[src/rtl/io_in.sv]
// io_in: synchronizes and debounces slide switches and push-buttons, with sticky clear-on-read press events
// Ports: clock, reset (asynchronous, active-high); sw raw switches; key_n raw active-low buttons;
//    addr register select (0 switches, 1 events, 2 button levels, 3 zero); rd read strobe;
//    dout registered read data; irq interrupt while any event flag is set, present only with IO_IN_IRQ_EN.
module io_in #(
   parameter int SW_W      = 10,
   parameter int KEY_W     = 3,
   parameter int DB_CYCLES = 50000,
   parameter int CNT_W     = 16
) (
   input  logic             clock,
   input  logic             reset,
   input  logic [SW_W-1:0]  sw,
   input  logic [KEY_W-1:0] key_n,
   input  logic [1:0]       addr,
   input  logic             rd,
   output logic [31:0]      dout
`ifdef IO_IN_IRQ_EN
   ,
   output logic             irq
`endif
);
   localparam int N = SW_W + KEY_W;
   localparam logic [N-1:0] RST = {{KEY_W{1'b1}}, {SW_W{1'b0}}};
   localparam logic [CNT_W-1:0] LAST = CNT_W'(DB_CYCLES - 1);
   logic [N-1:0] s1, s2, q, hit, qn;
   logic [CNT_W-1:0] cnt [N];
   logic [KEY_W-1:0] ev, ev_next, pressed, rise;
   logic [31:0] word;
   always_comb begin
      hit = '0;
      for (int i = 0; i < N; i++) hit[i] = (s2[i] != q[i]) && (cnt[i] == LAST);
      qn = q ^ hit;
      pressed = ~q[N-1:SW_W];
      rise = q[N-1:SW_W] & ~qn[N-1:SW_W];
      // a press qualifying on the clearing read still lands, so no event is lost
      ev_next = ((rd && addr == 2'd1) ? '0 : ev) | rise;
      word = addr == 2'd0 ? 32'(q[SW_W-1:0]) :
             addr == 2'd1 ? 32'(ev) :
             addr == 2'd2 ? 32'(pressed) : 32'h0;
   end
   always_ff @(posedge clock or posedge reset) begin
      if (reset) begin
         s1 <= RST;
         s2 <= RST;
         q <= RST;
         ev <= '0;
         dout <= '0;
         for (int i = 0; i < N; i++) cnt[i] <= '0;
      end else begin
         s1 <= {key_n, sw};
         s2 <= s1;
         q <= qn;
         ev <= ev_next;
         dout <= word;
         for (int i = 0; i < N; i++) cnt[i] <= (s2[i] == q[i] || hit[i]) ? '0 : cnt[i] + 1'b1;
      end
   end
`ifdef IO_IN_IRQ_EN
   always_ff @(posedge clock or posedge reset) begin
      if (reset) irq <= 1'b0;
      else irq <= |ev_next;
   end
`endif
endmodule

[config.mk]
export PLATFORM = sky130hd
export DESIGN_NAME = io_in
export DESIGN_NICKNAME = d
export VERILOG_FILES = /design/src/rtl/io_in.sv
export SDC_FILE = /design/constraint.sdc
export NUM_CORES = 1
export LEC_CHECK = 0
export BUFFER_PORTS_ARGS = -buffer_cell sky130_fd_sc_hd__buf_2
export CAP_MARGIN = 10
export CORE_AREA = 2 2 122 172
export DETAILED_ROUTE_END_ITERATION = 10
export DIE_AREA = 0 0 124 174
export PLACE_DENSITY_LB_ADDON = 0.3
export SYNTH_ARGS = -nofsm -noshare
export SYNTH_HDL_FRONTEND = slang
export SYNTH_SLANG_ARGS = --single-unit
[constraint.sdc]
create_clock -name clock -period 9.6 [get_ports clock]
set_input_delay 0.96 -clock clock [delete_from_list [all_inputs] [get_ports clock]]
set_output_delay 0.96 -clock clock [all_outputs]
set_load 0.01 [all_outputs]
==> impl_summary.md, run 1 <==
Critical path
Counting cells, the worst reg-to-reg path comes to 4. At the worst endpoint, the required time is 10.09 ns. The critical path contains buffers and inverters numbering 3 combined.

The worst setup path is of the in2async kind. The slowest stage of the critical path belongs to the cell sky130_fd_sc_hd__buf_4. The nature of the critical path endpoint is an async pin.

The top cell family by delay on the critical path is buffers and inverters. The critical path data arrival time is 2.68 ns. Along the worst path, the maximum fanout reaches 125.

The worst setup path is launched from an input port. The launch instance of the worst register-to-register path is cnt[60]. The critical path goes through buf_2 -> inv_8 -> buf_4. The endpoint identified for the worst register-to-register timing path is cnt[51]. The setup check on the worst reg-to-reg path leaves a slack of 7.48 ns. The delay of the slowest cell on the worst path is 0.91 ns.

Final layout
Counting the fill cells in the layout gives 1581. In the final layout, the share of cells above drive strength 1 is 0.0918. Summing all non-filler instances in the final layout gives an area of 13300 sq um. 0 antenna diodes ended up in the layout. In the layout the commonest cells are 253 x sky130_fd_sc_hd__nor2_1, 251 x sky130_fd_sc_hd__dfrtp_1, 159 x sky130_fd_sc_hd__xnor2_1. The number of standard cells in the final layout excluding fillers is 1476. The final standard cell utilization of the core is 0.661. The relative area change from synthesis to final layout is 10.4%. The most common cell after layout, fill and taps aside is sky130_fd_sc_hd__nor2_1.

The total number of nets in the final design is 1232.

Yosys
The post-synthesis compound-gate area fraction is 0.0329. The area fraction in and, or, nand and nor cells after synthesis is 0.223. Of the total synthesized cell area, the portion taken by XOR and XNOR cells is 0.139. A synthesized cell averages 10.4 sq um. The synthesized design contains 260 register bits.

The share of the Yosys chip area taken by registers is 0.539. The flip-flop cell with the highest count after synthesis is sky130_fd_sc_hd__dfrtp_1. After synthesis the cells add up to 12100 sq um. In the synthesized netlist, the number of instances is 1158.

The Yosys step of the flow raised 0 warnings. Counting distinct cell types in the post-synthesis netlist gives 37. By area, the combinational part of the netlist is dominated by simple AND/OR/NAND/NOR gates. Measured against the total synthesized area, the mux share comes to 0.0146. The post-synthesis share of cell area spent on full adders, half adders and majority gates is 0.0135.

The number of enable-type register cells in the synthesized netlist is 0. In the synthesized netlist the async set-or-reset flop fraction comes to 1.00.

Placed design
After legalization and detailed placement, the total HPWL measured about 14000 microns. Input and output buffers added on the ports amount to 27. The last weighted congestion value of the routability-driven placer is 0.789. The post-detailed-placement cell area is 12400 sq um. The number of placed instances, taps included, is ~1400.

Clock network
The post-CTS setup repair buffer count is 0. After clock tree synthesis, the flow added hold-fix buffers numbering 0. The number of H-tree branching levels is 1. The sink count of the clock tree is 260. The clock tree root driver cell is sky130_fd_sc_hd__clkbuf_16. The clock tree from TritonCTS is yes. The number of gates resized after CTS was 0.

The latest clock arrival within the worst-skew pair is 0.52 ns. No sink is reached through more buffers than the 3 on the longest clock path. The TritonCTS buffer count is 26. After clock tree synthesis, the clock-pin slew on the worst setup and hold paths is 0.06 ns.

Detailed routing
The final routed wire length divided by cell count is approximately 14 microns. Once detail routing completed, the nets flagged for antenna violations numbered 0. The residual DRC count is 0. In this run, the number of DRC markers left after iteration 0 of detailed routing was roughly 420. Dividing the detail-routed via count by the number of cells gives ~5.5. The final routed wirelength across all metal layers is 21000 microns. The routed via count is 8062. Before antenna repair, the detailed router went through 5 iterations.

Floorplanning
The initial core utilization is 0.599. The floorplan has 62 rows. The die extent in x is 124 microns. The total area inside the core boundary comes to 20200 sq um. The die is 174 microns tall. The floorplan step defined a die boundary enclosing 21600 sq um. For this design the top-level I/O count stands at 50.

GRT
The first-pass GRT wire length is 37000 microns. Summed over all layers, the global routing overflow is 0. The number of antenna violations at the first check in global routing is 0. The number of global-route vias before repair was between 8000 and 9000. Entering global routing, the biggest net connects about 130 pins. The total global routing track utilization is 0.206.

Timing
The max-slew violation count is 0. Across the routed clock network, the largest skew measured is 0.0108 ns. The number of hold violations in the final report came to 0. The total negative slack is 0 ns. Setup violations remaining at the end of the flow were counted as 0.

The headroom to the max-slew limit is 0.315. The slew of the pin with the lowest slew margin is 1.03 ns. Setup repair after global routing left no endpoint under its margin. The maximum clock rate is 0.455 GHz. Dividing the final minimum period by the clock period gives 0.229. The worst path needs 2.20 ns of the cycle, external delays included.

Min path
In this run the most critical hold path is launched from s1[2]. The path category of the worst min-delay check is reg2reg. The number of instances on the worst hold path is 0. The worst-case hold path end point is s2[2].

Power and ir drop
The leakage dissipation is 5.62 nW. In this run the power density over the cells is around 170 nW/um^2. The worst-case IR drop observed on VDD is 144 uV.

Run status
The flow ran to the end, and the final reports show no timing, DRC or antenna violations.

Flow run
The reported max-cap violation count is 0.
state kept, by name, summed over array words and instances (netlist names), named ones only:
signal,cells
cnt,208
s1,13
s2,13
dout,10
ev,3
q,3
cell usage after synthesis (13+ instances only):
library cell	n	area share
sky130_fd_sc_hd__buf_4	28	0.017
sky130_fd_sc_hd__nor2_1	253	0.079
sky130_fd_sc_hd__nand4_1	38	0.020
sky130_fd_sc_hd__nand2_1	47	0.015
sky130_fd_sc_hd__inv_1	55	0.017
sky130_fd_sc_hd__ha_1	13	0.013
sky130_fd_sc_hd__mux2_2	13	0.012
sky130_fd_sc_hd__nor4_1	66	0.034
sky130_fd_sc_hd__and2_1	13	0.0067
sky130_fd_sc_hd__xnor2_1	159	0.12
sky130_fd_sc_hd__dfrtp_1	251	0.52
sky130_fd_sc_hd__nor3_1	38	0.016
sky130_fd_sc_hd__xor2_1	33	0.024
sky130_fd_sc_hd__nand3_1	64	0.027
cell families after synthesis:
group / after synthesis
AO/OA/AOI/OAI: 24
other: 1
buffers and inverters: 91
AND/OR/NAND/NOR: 561
XOR/XNOR: 192
multiplexers: 16
flip-flops: 260
adder cells (fa/ha/maj): 13
metrics by stage:
stage / hold slack (ns) / power [mW] / setup WS, ns
global placement: 0.333 / 1.23 / 6.78
finish: 0.345 / 2.29 / 7.40
global route: 0.356 / 2.38 / 7.06
detailed placement: 0.335 / 1.23 / 6.77
CTS: 0.348 / 2.32 / 7.32
floorplan: 0.331 / 1.22 / 1.50
cell type report:
class	instances	area, sq um	area share
sequential	260	6520	0.489
tap	256	320	0.0240
multi-input combinational	828	5190	0.389
timing repair buffer	30	158	0.0118
inverter	55	214	0.0160
clock buffer	38	787	0.0590
clock inverter	9	148	0.0111
power breakdown:
part / switching [mW] / internal, mW
sequential: 0.0161 / 1.12
combinational: 0.0544 / 0.0224
clock: 0.409 / 0.673
per-layer routing:
layer | GRT usage | vias up | part of all wire
li1 | - | 3964 | -
met1 | 0.274 | 3966 | 0.44
met2 | 0.354 | 100 | 0.51
met3 | 0.0308 | 32 | 0.032
met4 | 0.0487 | 0 | 0.015
met5 | 0 | - | 0
worst reg2reg max path, cell delays in order, from the launching register on:
cell	delay (ns)
sky130_fd_sc_hd__dfrtp_1	0.42
sky130_fd_sc_hd__nor4b_1	0.38
sky130_fd_sc_hd__nand3_1	0.20
sky130_fd_sc_hd__o41ai_4	0.84
sky130_fd_sc_hd__nor2_1	0.14
how the worst max path moves through the flow:
stage,startpoint,endpoint,slack (ns),cells past startpoint
3_5_place_dp,reset,cnt[73],6.77,3
2_1_floorplan,reset,async pin,1.50,1
5_1_grt,reset,cnt[78],7.06,3
3_3_place_gp,reset,cnt[72],6.78,3
4_1_cts,reset,cnt[73],7.32,3
6_report,reset,cnt[157],7.40,3
(Power assumes the default switching activity.)
==> run 2: changes to the inputs <==
- clock period: 9.6 -> 2.3 ns (I/O delays scaled with it)
==> run 2 against run 1 <==
  * Via count rose by 1.8%
  * Final cell count increased by 2.6%
  * Largest cell class unchanged
  * Worst setup slack lost 7.0 ns
  * Power grew to 4.0 times the previous value
  * Global-route usage grew 0.098 points
  * Sequential share of layout area fell by 0.94 points
  * Utilization is 1.3 points higher
  * Cell area is 2.0% higher
  * Flip-flop and latch count unchanged
  * Critical path depth grew 2
  * Worst hold slack worse by 0.21 ns
  * Clock power rose to 3.7 times the previous value
==> impl_summary.md, run 2 (synthesis gave the netlist of run 1 again) <==
Run status
Run status: finished clean (unchanged).

Placed design
The post-placement cell count is 1454 (was 1429). The post-detailed-placement cell area is 12600 sq um (was 12400 sq um). The last weighted congestion value of the routability-driven placer is 0.819 (was 0.789). The count of buffers inserted at the top-level ports is 27 (unchanged).

The pre-CTS setup slack is 0.394 ns (was 6.77 ns). The post-detailed-placement half-perimeter wirelength is 14300 microns (was 13700 microns).

Timing
Setup repair after global routing missed its margin: false (unchanged). The number of endpoints failing setup at the final stage is 0 (unchanged). The worst clock skew was 0.0127 ns (was 0.0108 ns).

The max-slew violation count came to 0 (unchanged). The number of hold violations in the final report is 0 (unchanged). The total negative slack was 0 ns (unchanged). The final period demand of the worst path is 1.91 ns. Of the available clock period, the critical path in the final layout requires 0.831. The headroom to the max-slew limit was 0.608 (was 0.315). The maximum clock rate is 0.523 GHz. The slew of the pin with the lowest slew margin is 0.587 ns (was 1.03 ns).

The slack of the critical path is 0.388 ns (was 7.40 ns).

Final layout
The register with the most flip-flops is cnt (unchanged). The number of antenna diodes came to 0 (unchanged). The number of flip-flops in the largest register is 208 (unchanged). Largest registers: cnt: 208 flops, s1: 13 flops, s2: 13 flops (unchanged). The number of standard cells in the final layout excluding fillers is 1514 (was 1476).

The total non-filler cell area in the finished layout is 13600 sq um (was 13300 sq um). The relative area change from synthesis to final layout is 12.5% (was 10.4%). Highest-count cells in the layout ignoring fill and taps: 253 x sky130_fd_sc_hd__nor2_1, 251 x sky130_fd_sc_hd__dfrtp_1, 159 x sky130_fd_sc_hd__xnor2_1 (unchanged). The most common cell after layout, fill and taps aside is sky130_fd_sc_hd__nor2_1 (unchanged). The total number of nets in the final design is 1271 (was 1232). The layout cell share with drive strength beyond 1 is 0.105 (was 0.0918).

GRT
The pin count of the biggest net entering global routing was 56 (was 126). The number of antenna violations at the first check in global routing came to 0 (unchanged). The first-pass GRT wire length is 37100 microns (was 37000 microns). The number of global-route vias before repair is 8187 (was 8134). The total overflow reported by the global router is 0 (unchanged). The total global routing track utilization is 0.207 (was 0.206).

Floorplanning
The area of the die was 21600 sq um (unchanged). The die extent in x is 124 microns (unchanged). The die outline height is 174 microns (unchanged). The core area came to 20200 sq um (unchanged).

The initial core utilization is 0.599 (unchanged). The number of ports placed on the die boundary is 50 (unchanged). The number of core rows is 62 (unchanged).

Detailed routing
The residual DRC count is 0 (unchanged). The final routed wire length divided by cell count is 13.8 microns (was 14.2 microns). The iteration count of the initial detailed-routing pass was 5 (unchanged).

The final routed wirelength across all metal layers was 21000 microns (about the same). The mean number of vias per cell is 5.42 (was 5.46). The starting DRC count in detailed routing is 513 (was 423). The number of nets still failing antenna checks after routing is 0 (unchanged). The routed via count is 8208 (was 8062).

Clock network
The post-CTS setup repair buffer count came to 0 (unchanged). The maximum clock insertion buffer count is 3 (unchanged). The clock transition time at the flip-flop clock pins of the worst setup and hold paths came to 0.06 ns (about the same).

The clock tree from TritonCTS is yes (unchanged). The sink count of the clock tree is 260 (unchanged). The post-cts repair resize count is 0 (unchanged). The latest clock arrival within the worst-skew pair came to 0.52 ns (about the same). The TritonCTS buffer count is 25 (was 26).

The number of H-tree branching levels is 1 (unchanged). The clock tree root driver cell is sky130_fd_sc_hd__clkbuf_16 (unchanged).

Critical path
The critical path required time was 2.70 ns (was 10.09 ns). The critical path data arrival time came to 2.31 ns (was 2.68 ns). The nature of the critical path endpoint is a register (was async pin). The classification of the worst setup path is reg2reg (was in2async). The critical-path maximum fanout came to 9 (was 125). The element type at the critical path start is a register (was input port).

Power and ir drop
The power density over the cells was 670 nW/um^2 (was 172 nW/um^2). The leakage dissipation came to 5.76 nW (was 5.62 nW). The largest voltage drop on the vdd net is 642 uV (was 144 uV).

Min path
The path category of the worst min-delay check is in2reg (was reg2reg).

Flow run
The reported max-cap violation count is 0 (unchanged).
run 2: cell types whose count changed in the layout (fill, tap and decap cells not counted), sizes merged:
cell,previous run,this run
buf,30,55
dlygate4sd3,0,15
bufinv,4,1
clkbuf,38,40
inv,55,54
run 2: worst max-delay path, cell delays in order (launching register included):
cell and delay [ns]:
sky130_fd_sc_hd__dfrtp_1 0.43, sky130_fd_sc_hd__nor4b_1 0.31, sky130_fd_sc_hd__nand3b_1 0.18, sky130_fd_sc_hd__o41ai_4 0.56, sky130_fd_sc_hd__buf_4 0.25, sky130_fd_sc_hd__nor2_1 0.06
run 2: through the flow:
stage,power [mW],hold slack (ns),util
after floorplan,5.08,0.234,-
after global placement,5.17,0.328,0.626
after detailed placement,5.18,0.337,0.626
after CTS,9.24,0.132,0.674
after global routing,9.49,0.164,0.674
final,9.11,0.138,0.674
run 2: timing repair:
action,4_1_cts,5_1_grt
hold buffers,15,0
hold endpoints to repair,30,0
setup endpoints to repair,0,0
run 2: final timing paths:
check                      endpoint     start  cells after the start  slack, ns
setup reg to reg           cnt[202]  cnt[204]                      5       0.39
max in group asynchronous    s2[11]     reset                      4       1.19
setup / recovery           cnt[202]  cnt[204]                      5       0.39
hold / removal                ev[2]        rd                      4       0.14
hold reg to reg               s2[5]     s1[5]                      0       0.35
min in group asynchronous   cnt[89]     reset                      3       0.34
run 2: area by class of cell:
class | instances | area, sq um
well taps | 256 | 320
clock buffers | 40 | 762
fillers | 1531 | 6570
flip-flops and latches | 260 | 6520
repair buffers | 70 | 546
multi-input cells | 828 | 5190
inverters | 55 | 210
clock inverters | 5 | 50.0
run 2: per-layer routing:
layer  track usage  vias to the layer above  share of wire
li1              -                     4036              -
met1         0.269                     4013           0.43
met2         0.362                      122           0.51
met3        0.0276                       37          0.032
met4        0.0562                        0          0.020
met5             0                        -              0
run 2: power by group:
| part | internal, mW | switching (mW) | total [mW] |
|---|---|---|---|
| Clock | 2.37 | 1.63 | 4.00 |
| Sequential | 4.66 | 0.0668 | 4.73 |
| Combinational | 0.145 | 0.239 | 0.384 |
| Total | 7.17 | 1.94 | 9.11 |
==> run 3: changes to the inputs <==
- clock period: 2.3 -> 2 ns (I/O delays scaled with it)
==> run 3 against run 2 <==
  * Global-route usage grew 0.16 points
  * First-iteration DRC count fell by 12%
  * Sequential share of layout area shrank 0.54 points
  * Largest power group unchanged
  * Worst hold slack worse by 0.059 ns
  * Register-to-register slack lost 0.24 ns
  * Die area did not move
  * Via count is 0.62% higher
  * Critical path type unchanged
  * Flip-flop and latch count stayed put
  * Routed wire length grew 0.44%
  * Clock skew grew 0.0089 ns
==> impl_summary.md, run 3 (synthesis gave the netlist of run 1 again) <==
Timing
The headroom to the max-slew limit is 0.620 (was 0.608). The portion of the clock cycle consumed by the worst path in the final layout was 0.926 (was 0.831). The slew of the pin with the lowest slew margin is 0.570 ns (was 0.587 ns). The slack of the critical path was 0.148 ns (was 0.388 ns). The number of hold violations in the final report came to 0 (unchanged).

The maximum clock rate is 0.540 GHz (was 0.523 GHz). The max-slew violation count was 0 (unchanged). The final period demand of the worst path is 1.85 ns (was 1.91 ns). The number of endpoints failing setup at the final stage is 0 (unchanged). Setup repair after global routing missed its margin: false (unchanged).

The worst clock skew is 0.0216 ns (was 0.0127 ns). The total negative slack is 0 ns (unchanged).

Clock network
The number of hold buffers added after CTS came to 15 (unchanged). The post-cts repair resize count is 0 (unchanged). The clock tree from TritonCTS is yes (unchanged). The sink count of the clock tree came to 260 (unchanged).

The number of H-tree branching levels is 1 (unchanged). The TritonCTS buffer count is 26 (was 25). The clock tree root driver cell is sky130_fd_sc_hd__clkbuf_16 (unchanged). The clock transition time at the flip-flop clock pins of the worst setup and hold paths came to 0.06 ns (about the same). The post-CTS setup repair buffer count came to 0 (unchanged). The maximum clock insertion buffer count is 3 (unchanged). The latest clock arrival within the worst-skew pair is 0.54 ns (was 0.52 ns).

Final layout
The total number of nets in the final design is 1281 (was 1271). The register with the most flip-flops is cnt (unchanged). The layout cell share with drive strength beyond 1 was 0.117 (was 0.105).

The count of filler cells inserted in the layout was 1533 (was 1531). The most common cell after layout, fill and taps aside was sky130_fd_sc_hd__nor2_1 (unchanged). The number of flip-flops in the largest register is 208 (unchanged). Largest registers: cnt: 208 flops, s1: 13 flops, s2: 13 flops (unchanged). Highest-count cells in the layout ignoring fill and taps: 253 x sky130_fd_sc_hd__nor2_1, 251 x sky130_fd_sc_hd__dfrtp_1, 159 x sky130_fd_sc_hd__xnor2_1 (unchanged). The relative area change from synthesis to final layout is 13.8% (was 12.5%). The combined flip-flop and latch cell area is 6520 sq um (unchanged).

The area taken by multi-input logic gates is 5190 sq um (unchanged).

Placed design
The last weighted congestion value of the routability-driven placer is 0.820 (was 0.819). The pre-CTS setup slack is 0.169 ns (was 0.394 ns). The post-detailed-placement half-perimeter wirelength is 14000 microns (was 14300 microns). The count of buffers inserted at the top-level ports is 27 (unchanged).

Critical path
The endpoint of the lowest-slack register-to-register path is q[11] (was cnt[202]). The classification of the worst setup path is reg2reg (unchanged). The element type at the critical path start was a register (unchanged). The worst-case reg-to-reg path depth was 4 (was 5). The launch instance of the worst register-to-register path is cnt[28] (was cnt[204]). The critical path required time is 2.45 ns (was 2.70 ns). The critical-path maximum fanout is 4 (was 9). The flop-to-flop setup slack is 0.15 ns (was 0.39 ns). The nature of the critical path endpoint is a register (unchanged).

The critical path data arrival time is 2.30 ns (was 2.31 ns).

Floorplanning
The area of the die is 21600 sq um (unchanged). The die outline height came to 174 microns (unchanged). The number of ports placed on the die boundary came to 50 (unchanged). The initial core utilization is 0.599 (unchanged). The die extent in x came to 124 microns (unchanged). The core area is 20200 sq um (unchanged). The number of core rows is 62 (unchanged).

Min path
The critical hold path startpoint is addr[0] (was rd). The worst-case hold path end point is dout[0] (was ev[2]). The number of instances on the worst hold path came to 3 (was 4). The path category of the worst min-delay check is in2reg (unchanged).

Detailed routing
The final routed wire length divided by cell count is 13.8 microns (about the same). The mean number of vias per cell is 5.41 (was 5.42). The iteration count of the initial detailed-routing pass is 5 (unchanged). The routed via count came to 8259 (was 8208). The final routed wirelength across all metal layers is 21100 microns (was 21000 microns).

The starting DRC count in detailed routing was 453 (was 513). The residual DRC count is 0 (unchanged). The number of nets still failing antenna checks after routing is 0 (unchanged).

GRT
The number of global-route vias before repair is 8451 (was 8187). The pin count of the biggest net entering global routing is 110 (was 56). The total overflow reported by the global router came to 0 (unchanged). The number of antenna violations at the first check in global routing came to 1 (was 0). The first-pass GRT wire length is 37500 microns (was 37100 microns). The total global routing track utilization is 0.208 (was 0.207).

Flow run
The reported max-cap violation count is 0 (unchanged).

Power and ir drop
The largest voltage drop on the vdd net is 662 uV (was 642 uV). The leakage dissipation was 5.83 nW (was 5.76 nW). The power density over the cells came to 791 nW/um^2 (was 670 nW/um^2).

Run status
Run status: finished clean (unchanged).
-- run 3: cell types whose count changed in the layout (fill, tap and decap cells not counted), sizes merged --
| cell | delta |
|---|---|
| clkinv | +1 |
| bufinv | +1 |
| diode | +2 |
| clkinvlp | +2 |
| buf | +9 |
| clkbuf | -2 |
-- run 3: worst max-delay path by stage --
stage	slack (ns)	end	depth (start not counted)	from
floorplan	-1.62	async pin	1	reset
global placement	0.20	q[11]	4	cnt[28]
detailed placement	0.17	cnt[70]	5	cnt[76]
CTS	0.15	cnt[76]	5	cnt[76]
global route	0.02	q[11]	4	cnt[28]
finish	0.15	q[11]	4	cnt[28]
-- run 3: cell type report --
type,instances,share of cell area
Multi-Input combinational cell,828,0.377
Sequential cell,260,0.474
Antenna cell,2,0.000364
Clock buffer,38,0.0579
Tap cell,256,0.0233
Clock inverter,9,0.00810
Timing Repair Buffer,79,0.0437
Inverter,55,0.0153
-- run 3: critical path, cell delays in order (launching register included) --
cell and delay [ns]:
sky130_fd_sc_hd__dfrtp_1 0.43, sky130_fd_sc_hd__nor4_1 0.33, sky130_fd_sc_hd__nand3b_1 0.19, sky130_fd_sc_hd__nor4_1 0.44, sky130_fd_sc_hd__mux2_2 0.38
-- run 3: where the power goes --
| part | internal (mW) | switching, mW | leakage (nW) |
|---|---|---|---|
| clock | 3.01 | 1.99 | 0.446 |
| combinational | 0.164 | 0.271 | 1.87 |
| sequential | 5.36 | 0.0767 | 3.52 |
| total | 8.53 | 2.34 | 5.83 |
-- run 3: stage by stage --
stage | cell area, sq um | util | power [mW] | cells | hold WS [ns]
finish | 13800 | 0.682 | 10.9 | 1527 | 0.0797
global route | 13700 | 0.682 | 11.3 | 1526 | 0.0917
CTS | 13700 | 0.682 | 11.0 | 1525 | 0.0617
detailed placement | 12700 | 0.629 | 5.95 | 1463 | 0.127
global placement | 12700 | 0.629 | 5.94 | 1463 | 0.129
floorplan | 12200 | - | 5.84 | 1179 | 0.204
-- run 3: per-layer routing --
metal	routed length (microns)	global-route usage	vias up
met5	0	0	-
met1	9090	0.272	4044
met4	474	0.0641	0
met2	10900	0.361	120
met3	635	0.0259	42
li1	-	-	4053
